[config.mk]
export PLATFORM = sky130hd
export DESIGN_NAME = wb_pdm_decim_flat
export DESIGN_NICKNAME = d
export VERILOG_FILES = /design/src/rtl/wb_pdm_pkg.sv /design/src/rtl/wb_pdm_decim_if.sv /design/src/rtl/pcm_fifo.sv /design/src/rtl/wb_pdm_decim.sv /design/src/flat_wrapper.sv
export SDC_FILE = /design/constraint.sdc
export NUM_CORES = 1
export LEC_CHECK = 0
export ABC_AREA = 1
export BUFFER_PORTS_ARGS = -buffer_cell sky130_fd_sc_hd__buf_2
export CORE_ASPECT_RATIO = 0.9
export CORE_UTILIZATION = 59
export CTS_BUF_LIST = sky130_fd_sc_hd__clkbuf_8
export DETAILED_ROUTE_END_ITERATION = 10
export PLACE_DENSITY_LB_ADDON = 0.2
export SLEW_MARGIN = 15
export SYNTH_ARGS = -nofsm -noshare
export SYNTH_HDL_FRONTEND = slang
export SYNTH_SLANG_ARGS = --single-unit
[constraint.sdc]
create_clock -name wb_clk_i -period 4.2 [get_ports wb_clk_i]
set_clock_uncertainty 0.15 [all_clocks]
set_input_delay 0.21 -clock wb_clk_i [delete_from_list [all_inputs] [get_ports wb_clk_i]]
set_output_delay 0.21 -clock wb_clk_i [all_outputs]
set_load 0.05 [all_outputs]
[src/rtl/wb_pdm_pkg.sv]
// Shared constants for the PDM decimator: register map, STATUS bit layout
// and the CIC internal width derived from the decimation ratio.
package wb_pdm_pkg;

    localparam logic ADR_DATA   = 1'b0;
    localparam logic ADR_STATUS = 1'b1;

    localparam int STAT_LEVEL_LSB = 0;
    localparam int STAT_LEVEL_W   = 16;
    localparam int STAT_EMPTY     = 16;
    localparam int STAT_FULL      = 17;
    localparam int STAT_OVF       = 24;

    localparam int STAGES = 3;

    // Bit growth of an N-stage CIC is N*log2(R); one more bit holds the sign.
    function automatic int cic_width(input int decim);
        return STAGES * $clog2(decim) + 1;
    endfunction

endpackage

[src/rtl/wb_pdm_decim_if.sv]
// Wishbone B4 pipelined bus bundle used between the CPU and the PDM decimator.
interface wb_pdm_decim_if;

    logic        cyc;
    logic        stb;
    logic        we;
    logic        adr;
    logic [31:0] dat_w;
    logic [31:0] dat_r;
    logic        stall;
    logic        ack;

    modport master (
        output cyc, stb, we, adr, dat_w,
        input  dat_r, stall, ack
    );

    modport slave (
        input  cyc, stb, we, adr, dat_w,
        output dat_r, stall, ack
    );

endinterface

[src/rtl/pcm_fifo.sv]
// Synchronous sample FIFO; a push into a full FIFO is dropped unless a pop
// frees the slot in the same cycle.
module pcm_fifo #(
    parameter int WIDTH = 16,
    parameter int DEPTH = 16,
    localparam int AW   = $clog2(DEPTH),
    localparam int LW   = AW + 1
) (
    input  logic             clk_i,
    input  logic             rst_ni,
    input  logic             push_i,
    input  logic             pop_i,
    input  logic [WIDTH-1:0] data_i,
    output logic [WIDTH-1:0] data_o,
    output logic [LW-1:0]    level_o,
    output logic             full_o,
    output logic             empty_o
);

    logic [WIDTH-1:0] mem_q [DEPTH];
    logic [AW-1:0]    wr_q, wr_d;
    logic [AW-1:0]    rd_q, rd_d;
    logic [LW-1:0]    lvl_q, lvl_d;
    logic             do_push;
    logic             do_pop;

    assign empty_o = (lvl_q == '0);
    assign full_o  = (lvl_q == LW'(DEPTH));
    assign do_pop  = pop_i && !empty_o;
    assign do_push = push_i && (!full_o || do_pop);
    assign data_o  = mem_q[rd_q];
    assign level_o = lvl_q;

    always_comb begin
        wr_d  = wr_q;
        rd_d  = rd_q;
        lvl_d = lvl_q;
        if (do_push) wr_d = wr_q + AW'(1);
        if (do_pop)  rd_d = rd_q + AW'(1);
        if (do_push && !do_pop) begin
            lvl_d = lvl_q + LW'(1);
        end else if (do_pop && !do_push) begin
            lvl_d = lvl_q - LW'(1);
        end
    end

    always_ff @(posedge clk_i) begin
        if (!rst_ni) begin
            wr_q  <= '0;
            rd_q  <= '0;
            lvl_q <= '0;
        end else begin
            wr_q  <= wr_d;
            rd_q  <= rd_d;
            lvl_q <= lvl_d;
        end
    end

    // Storage needs no reset: the pointers define which entries are live.
    always_ff @(posedge clk_i) begin
        if (do_push) mem_q[wr_q] <= data_i;
    end

endmodule

[src/rtl/wb_pdm_decim.sv]
// 3rd-order CIC decimator turning a PDM bitstream into signed PCM samples,
// buffered in a FIFO that the CPU drains through a Wishbone read port.
module wb_pdm_decim
    import wb_pdm_pkg::*;
#(
    parameter int DECIM           = 64,
    parameter int AUDIO_BIT_DEPTH = 16,
    parameter int FIFO_DEPTH      = 16
) (
    input  logic          wb_clk_i,
    input  logic          wb_rst_ni,
    wb_pdm_decim_if.slave wb,
    input  logic          pdm_stb_i,
    input  logic          pdm_dat_i,
    output logic          irq_o
);

    localparam int W     = cic_width(DECIM);
    localparam int CW    = $clog2(DECIM);
    localparam int LVL_W = $clog2(FIFO_DEPTH) + 1;

    // +R^3 and -R^3 share the bit pattern 100..0 in W bits; the last input
    // bit of the window tells them apart (all ones vs all zeros).
    function automatic logic signed [AUDIO_BIT_DEPTH-1:0] scale_sat(
        input logic signed [W-1:0] v,
        input logic                pos
    );
        logic signed [W-1:0] most_neg;
        most_neg = {1'b1, {(W-1){1'b0}}};
        if (pos && (v == most_neg)) return {1'b0, {(AUDIO_BIT_DEPTH-1){1'b1}}};
        return v[W-1 -: AUDIO_BIT_DEPTH];
    endfunction

    logic signed [W-1:0] pdm_val;
    logic signed [W-1:0] int1_q, int1_d;
    logic signed [W-1:0] int2_q, int2_d;
    logic signed [W-1:0] int3_q, int3_d;
    logic [CW-1:0]       cnt_q, cnt_d;
    logic                vld_p1_q, vld_p1_d;
    logic                last_p1_q, last_p1_d;

    logic signed [W-1:0] c1, c2, c3;
    logic signed [W-1:0] dly1_q, dly1_d;
    logic signed [W-1:0] dly2_q, dly2_d;
    logic signed [W-1:0] dly3_q, dly3_d;
    logic signed [W-1:0] comb_p2_q, comb_p2_d;
    logic                vld_p2_q, vld_p2_d;
    logic                last_p2_q, last_p2_d;

    logic [AUDIO_BIT_DEPTH-1:0] push_data;
    logic [AUDIO_BIT_DEPTH-1:0] fifo_head;
    logic [LVL_W-1:0]           fifo_level;
    logic                       fifo_full;
    logic                       fifo_empty;

    logic        req;
    logic        rd_data;
    logic        ovf_set, ovf_clr;
    logic        ovf_q, ovf_d;
    logic        ack_q, ack_d;
    logic [31:0] dat_q, dat_d;
    logic [31:0] status;
    logic        unused_wdat;

    // Stage p0: integrators and decimation counter, advanced per PDM bit
    always_comb begin
        pdm_val   = pdm_dat_i ? W'(1) : '1;
        int1_d    = int1_q;
        int2_d    = int2_q;
        int3_d    = int3_q;
        cnt_d     = cnt_q;
        vld_p1_d  = 1'b0;
        last_p1_d = last_p1_q;
        if (pdm_stb_i) begin
            int1_d = int1_q + pdm_val;
            int2_d = int2_q + int1_d;
            int3_d = int3_q + int2_d;
            cnt_d  = cnt_q + CW'(1);
            if (cnt_q == CW'(DECIM - 1)) begin
                vld_p1_d  = 1'b1;
                last_p1_d = pdm_dat_i;
            end
        end
    end

    // Stage p1: comb chain evaluated once per decimated sample
    always_comb begin
        c1        = int3_q - dly1_q;
        c2        = c1 - dly2_q;
        c3        = c2 - dly3_q;
        dly1_d    = dly1_q;
        dly2_d    = dly2_q;
        dly3_d    = dly3_q;
        comb_p2_d = comb_p2_q;
        last_p2_d = last_p2_q;
        vld_p2_d  = vld_p1_q;
        if (vld_p1_q) begin
            dly1_d    = int3_q;
            dly2_d    = c1;
            dly3_d    = c2;
            comb_p2_d = c3;
            last_p2_d = last_p1_q;
        end
    end

    // Stage p2: scale, saturate and push into the FIFO
    assign push_data = scale_sat(comb_p2_q, last_p2_q);

    pcm_fifo #(
        .WIDTH (AUDIO_BIT_DEPTH),
        .DEPTH (FIFO_DEPTH)
    ) u_fifo (
        .clk_i   (wb_clk_i),
        .rst_ni  (wb_rst_ni),
        .push_i  (vld_p2_q),
        .pop_i   (rd_data),
        .data_i  (push_data),
        .data_o  (fifo_head),
        .level_o (fifo_level),
        .full_o  (fifo_full),
        .empty_o (fifo_empty)
    );

    assign req     = wb.cyc && wb.stb;
    assign rd_data = req && !wb.we && (wb.adr == ADR_DATA);
    assign ovf_set = vld_p2_q && fifo_full && !rd_data;
    assign ovf_clr = req && wb.we && (wb.adr == ADR_STATUS) && wb.dat_w[STAT_OVF];

    always_comb begin
        status = '0;
        status[STAT_LEVEL_LSB +: STAT_LEVEL_W] = STAT_LEVEL_W'(fifo_level);
        status[STAT_EMPTY] = fifo_empty;
        status[STAT_FULL]  = fifo_full;
        status[STAT_OVF]   = ovf_q;
    end

    always_comb begin
        ovf_d = ovf_set || (ovf_q && !ovf_clr);
        ack_d = req;
        dat_d = '0;
        if (req && !wb.we) begin
            if (wb.adr == ADR_STATUS) begin
                dat_d = status;
            end else if (!fifo_empty) begin
                dat_d = {{(32-AUDIO_BIT_DEPTH){fifo_head[AUDIO_BIT_DEPTH-1]}}, fifo_head};
            end
        end
    end

    always_ff @(posedge wb_clk_i) begin
        if (!wb_rst_ni) begin
            int1_q    <= '0;
            int2_q    <= '0;
            int3_q    <= '0;
            cnt_q     <= '0;
            vld_p1_q  <= 1'b0;
            last_p1_q <= 1'b0;
            dly1_q    <= '0;
            dly2_q    <= '0;
            dly3_q    <= '0;
            comb_p2_q <= '0;
            vld_p2_q  <= 1'b0;
            last_p2_q <= 1'b0;
            ovf_q     <= 1'b0;
            ack_q     <= 1'b0;
            dat_q     <= '0;
        end else begin
            int1_q    <= int1_d;
            int2_q    <= int2_d;
            int3_q    <= int3_d;
            cnt_q     <= cnt_d;
            vld_p1_q  <= vld_p1_d;
            last_p1_q <= last_p1_d;
            dly1_q    <= dly1_d;
            dly2_q    <= dly2_d;
            dly3_q    <= dly3_d;
            comb_p2_q <= comb_p2_d;
            vld_p2_q  <= vld_p2_d;
            last_p2_q <= last_p2_d;
            ovf_q     <= ovf_d;
            ack_q     <= ack_d;
            dat_q     <= dat_d;
        end
    end

    assign wb.ack   = ack_q;
    assign wb.dat_r = dat_q;
    assign wb.stall = 1'b0;
    assign irq_o    = !fifo_empty;

    assign unused_wdat = ^{wb.dat_w[31:STAT_OVF+1], wb.dat_w[STAT_OVF-1:0]};

endmodule

[src/flat_wrapper.sv]
// flat-port wrapper written by rule: the top's interface ports become plain ports
module wb_pdm_decim_flat import wb_pdm_pkg::*;
#(
    parameter int DECIM           = 64,
    parameter int AUDIO_BIT_DEPTH = 16,
    parameter int FIFO_DEPTH      = 16
)
  (wb_clk_i, wb_rst_ni, pdm_stb_i, pdm_dat_i, irq_o, wb_cyc, wb_stb, wb_we, wb_adr, wb_dat_w, wb_dat_r, wb_stall, wb_ack);
  wb_pdm_decim_if wb_i ();
  input  logic wb_clk_i;
  input  logic wb_rst_ni;
  input  logic pdm_stb_i;
  input  logic pdm_dat_i;
  output logic irq_o;
  input wire logic [$bits(wb_i.cyc)-1:0] wb_cyc;
  input wire logic [$bits(wb_i.stb)-1:0] wb_stb;
  input wire logic [$bits(wb_i.we)-1:0] wb_we;
  input wire logic [$bits(wb_i.adr)-1:0] wb_adr;
  input wire logic [$bits(wb_i.dat_w)-1:0] wb_dat_w;
  output wire logic [$bits(wb_i.dat_r)-1:0] wb_dat_r;
  output wire logic [$bits(wb_i.stall)-1:0] wb_stall;
  output wire logic [$bits(wb_i.ack)-1:0] wb_ack;
  assign wb_i.cyc = wb_cyc;
  assign wb_i.stb = wb_stb;
  assign wb_i.we = wb_we;
  assign wb_i.adr = wb_adr;
  assign wb_i.dat_w = wb_dat_w;
  assign wb_dat_r = wb_i.dat_r;
  assign wb_stall = wb_i.stall;
  assign wb_ack = wb_i.ack;
  wb_pdm_decim #(.DECIM(DECIM), .AUDIO_BIT_DEPTH(AUDIO_BIT_DEPTH), .FIFO_DEPTH(FIFO_DEPTH)) u_core (.wb_clk_i(wb_clk_i), .wb_rst_ni(wb_rst_ni), .wb(wb_i), .pdm_stb_i(pdm_stb_i), .pdm_dat_i(pdm_dat_i), .irq_o(irq_o));
endmodule
==> results.rst <==
.. list-table::
   :header-rows: 1

   * - Metric
     - Value
   * - Result of the run
     - finished with violations
   * - Failing checks
     - negative setup slack
   * - Biggest cell delay along the critical path
     - between 0.3 and 0.4 ns
   * - Master of the slowest instance on the critical path
     - sky130_fd_sc_hd__nor4_4
   * - Fraction of the yosys area taken by sequential cells
     - ~50%
   * - Placed wire-length estimate after detailed placement
     - 38,100 um
   * - Critical path required time
     - 4.64 ns
   * - Area added between synthesis and finish
     - 29.9%
   * - Cell chosen for the clock root
     - sky130_fd_sc_hd__clkbuf_8
   * - Drt pass-1 iters
     - 6
   * - Total clock buffers created by CTS
     - 71
   * - Leading post-synthesis cells by cell area
     - sky130_fd_sc_hd__edfxtp_1, sky130_fd_sc_hd__dfxtp_1, sky130_fd_sc_hd__ha_1
   * - Via-per-instance ratio
     - 5.68
   * - Fraction of final layout cells sized beyond drive strength 1
     - 29.9%
   * - Area of the core region
     - 37,500 sq um
   * - Max Clock Freq
     - 219 MHz
   * - Final-report max-slew violation count
     - 0
   * - Post-synthesis average cell area
     - 9.03 sq um
   * - Endpoint kind of the worst setup timing path
     - flip-flop
   * - Clk buf depth
     - 3
   * - Actual transition at the worst max-transition pin
     - 0.949 ns
   * - Instance area after placement
     - around 25,000 sq um
   * - Buffers on Ports
     - 42
   * - Clk_lat worst skew
     - 0.64 ns
   * - Synthesized instance count
     - between 2,000 and 2,500
   * - I/O pin count
     - 75
   * - Number of antenna violations at the first check in global routing
     - 0
   * - Total number of vias
     - 19,500
   * - Category of the critical setup timing path
     - reg2reg
   * - Number of max-cap violations
     - 0
   * - Class of the most critical hold timing path
     - in2reg
   * - Kind of cell adding the most delay to the critical path
     - compound AO/OA/AOI/OAI gates
   * - Largest net degree at the start of global routing
     - 76
   * - Count of cell types in the netlist
     - 54
   * - DRT iter0 DRCs
     - 1,507
   * - Count of synthesis-stage warnings from yosys
     - 0
   * - Placer's final routability congestion estimate
     - 0.912
   * - Routed wire length
     - 62,900 um
   * - Cell area after synthesis
     - 22,600 sq um
   * - DRC errors left
     - 0
   * - Setup ws final
     - -0.362 ns
   * - Total global-route track usage
     - between 30 and 40%
   * - Number of placement rows
     - 67
   * - EDFF count, synth
     - approximately 260
   * - Antenna Violating Nets Remaining
     - 0
   * - Ys flop type
     - sky130_fd_sc_hd__edfxtp_1
   * - Width of the chip
     - roughly 210 um
   * - Depth of the CTS H-tree
     - 3
   * - Flops & latches, synth
     - 437
   * - Post-route minimum period
     - 4.56 ns
   * - Net Count, Synth
     - between 2,000 and 3,000
   * - Data arrival time of the critical path
     - approximately 5.0 ns
   * - Layout net count
     - slightly above 3,000
   * - Clock transition time at the flip-flop clock pins of the worst setup and hold paths
     - 0.06 ns
   * - CP Max Fanout
     - 4
   * - Number of clock sinks
     - 437
   * - Cell taking the most area after synthesis
     - sky130_fd_sc_hd__edfxtp_1
   * - Ratio of final minimum period to clock period
     - 109%
   * - Post-synth ARST share
     - 0%
   * - Initial Util
     - between 60% and 70%
   * - CTS tree
     - done
   * - Final core utilization
     - roughly 78%
   * - Critical path buffers and inverters
     - 4
   * - Worst max-slew margin expressed relative to the limit
     - 36.5%
   * - Number of filler instances in the final layout
     - 2,380
   * - Fraction of synthesized cell area taken by the top area cell type
     - approximately a third
   * - Unrepaired setup endpoints after global routing
     - true
   * - Final hold vios
     - 0
   * - DIE HEIGHT
     - 188 um
   * - Total congestion overflow
     - 0
   * - Count of endpoints failing setup in the final report
     - 14
   * - N_diodes
     - 0
   * - Post-detailed-route wirelength per cell
     - 18.3 um
   * - Vias in the first global route
     - 18,800
   * - Type of element launching the critical path
     - flip-flop
   * - Fin area
     - roughly 30,000 sq um
   * - Wire length of the first global-routing pass
     - 94,300 um
   * - Die Outline Area
     - 39,000 sq um
==> flip-flops by register name, indices dropped and copies added, names as in the netlist, 5 cells and up, named ones only <==
register and cells:
u_core.wb.dat_r 19, u_core.int2_q 19, u_core.cnt_q 6, u_core.dly3_q 19, u_core.int1_q 19, u_core.u_fifo.mem_q 256, u_core.dly1_q 19, u_core.u_fifo.level_o 5
u_core.int3_q 19, u_core.comb_p2_q 19, u_core.dly2_q 19
==> layout make-up <==
class | instances | area [sq um] | share of cell area (%)
Clock buffer | 76 | 1050 | 3.57
Clock inverter | 54 | 307 | 1.05
Inverter | 368 | 1390 | 4.74
Multi-Input combinational cell | 1587 | 11300 | 38.7
Sequential cell | 437 | 11300 | 38.7
Tap cell | 483 | 604 | 2.06
Timing Repair Buffer | 427 | 3270 | 11.2
==> timing repair <==
item,CTS,global route
cloned,0,0
hold endpoints to repair,27,0
gates resized for setup,219,211
setup buffers,41,24
pin swaps,136,124
hold buffers,12,0
setup endpoints to repair,21,25
==> cell usage after synthesis, types with 8 or more instances <==
cell type	instances
sky130_fd_sc_hd__inv_1	362
sky130_fd_sc_hd__nand2_1	315
sky130_fd_sc_hd__o21ai_0	284
sky130_fd_sc_hd__edfxtp_1	256
sky130_fd_sc_hd__a21oi_1	250
sky130_fd_sc_hd__dfxtp_1	181
sky130_fd_sc_hd__nor2_1	177
sky130_fd_sc_hd__ha_1	118
sky130_fd_sc_hd__nand3_1	72
sky130_fd_sc_hd__clkbuf_1	67
sky130_fd_sc_hd__mux2i_1	64
sky130_fd_sc_hd__xor2_1	59
sky130_fd_sc_hd__o211ai_1	36
sky130_fd_sc_hd__o21ai_1	29
sky130_fd_sc_hd__a31oi_1	27
sky130_fd_sc_hd__xnor2_1	24
sky130_fd_sc_hd__buf_4	19
sky130_fd_sc_hd__nand4_1	18
sky130_fd_sc_hd__buf_2	11
sky130_fd_sc_hd__nand2_2	11
sky130_fd_sc_hd__nor3_1	10
sky130_fd_sc_hd__a21o_1	8
sky130_fd_sc_hd__nand3_2	8
==> per-layer routing <==
metal | vias up | GRT usage (%) | wire length [um]
li1 | 9276 | - | -
met2 | 756 | 54.5 | 31700
met1 | 9268 | 37.2 | 25300
met3 | 192 | 4.25 | 3700
met4 | 0 | 10.3 | 2130
met5 | - | 0 | 0
==> path summary, 6_finish.rpt <==
kind                                 start                                 to  slack (ns)  cells after the start
max reg2reg  u_core.dly1_q[2]$_SDFFE_PN0P_  u_core.comb_p2_q[18]$_SDFFE_PN0P_       -0.36                     26
max          u_core.dly1_q[2]$_SDFFE_PN0P_  u_core.comb_p2_q[18]$_SDFFE_PN0P_       -0.36                     26
min reg2reg  u_core.dly2_q[2]$_SDFFE_PN0P_      u_core.dly2_q[2]$_SDFFE_PN0P_        0.32                      2
min                              pdm_dat_i     u_core.int1_q[18]$_SDFFE_PN0P_        0.20                      8
==> placed cells by master, fill, tap and decap left out, types with 31 or more instances in the layout <==
master,count
sky130_fd_sc_hd__nand3_1,53
sky130_fd_sc_hd__dfxtp_1,162
sky130_fd_sc_hd__clkbuf_8,76
sky130_fd_sc_hd__a21oi_2,34
sky130_fd_sc_hd__nand2_1,257
sky130_fd_sc_hd__o211ai_1,36
sky130_fd_sc_hd__o21ai_0,247
sky130_fd_sc_hd__buf_6,31
sky130_fd_sc_hd__buf_2,42
sky130_fd_sc_hd__edfxtp_1,256
sky130_fd_sc_hd__inv_1,351
sky130_fd_sc_hd__ha_1,72
sky130_fd_sc_hd__mux2i_1,64
sky130_fd_sc_hd__buf_4,340
sky130_fd_sc_hd__o21ai_1,43
sky130_fd_sc_hd__a21oi_1,207
sky130_fd_sc_hd__xor2_1,36
sky130_fd_sc_hd__nor2_1,153
sky130_fd_sc_hd__ha_4,45
sky130_fd_sc_hd__nand2_2,57
==> logic make-up after synthesis <==
| group | Yosys count | share of synthesized area (%) |
|---|---|---|
| and+or+nand+nor | 638 | 12.0 |
| xor gates and xnor gates | 83 | 3.22 |
| DFF | 437 | 50.1 |
| buffers and inverters | 473 | 8.36 |
| other | 1 | 0.0166 |
| muxes | 64 | 2.84 |
| adders and majority gates | 125 | 7.17 |
| AOI/OAI and AO/OA | 676 | 16.3 |
==> worst min-delay path: stages <==
cell and delay, ns:
sky130_fd_sc_hd__buf_2 0.11, sky130_fd_sc_hd__buf_4 0.15, sky130_fd_sc_hd__xor2_1 0.10, sky130_fd_sc_hd__nand4_2 0.11, sky130_fd_sc_hd__nand2_2 0.07, sky130_fd_sc_hd__nand2_1 0.06
sky130_fd_sc_hd__o211ai_1 0.07, sky130_fd_sc_hd__inv_1 0.06
==> per-stage QoR <==
step	hold WS (ns)	worst slack, ns	std cells	TNS, ns
5_1_grt	0.211	-0.612	3432	-7.10
2_1_floorplan	0.227	-0.125	2497	-0.156
4_1_cts	0.177	-0.154	3410	-1.10
6_report	0.201	-0.362	3432	-2.94
3_5_place_dp	0.308	-0.707	3229	-8.37
3_3_place_gp	0.300	-0.522	3229	-6.80
Power is left out: the tool's default activity adds up to more than one toggle a clock period on the data nets, which glitch-free logic cannot reach.
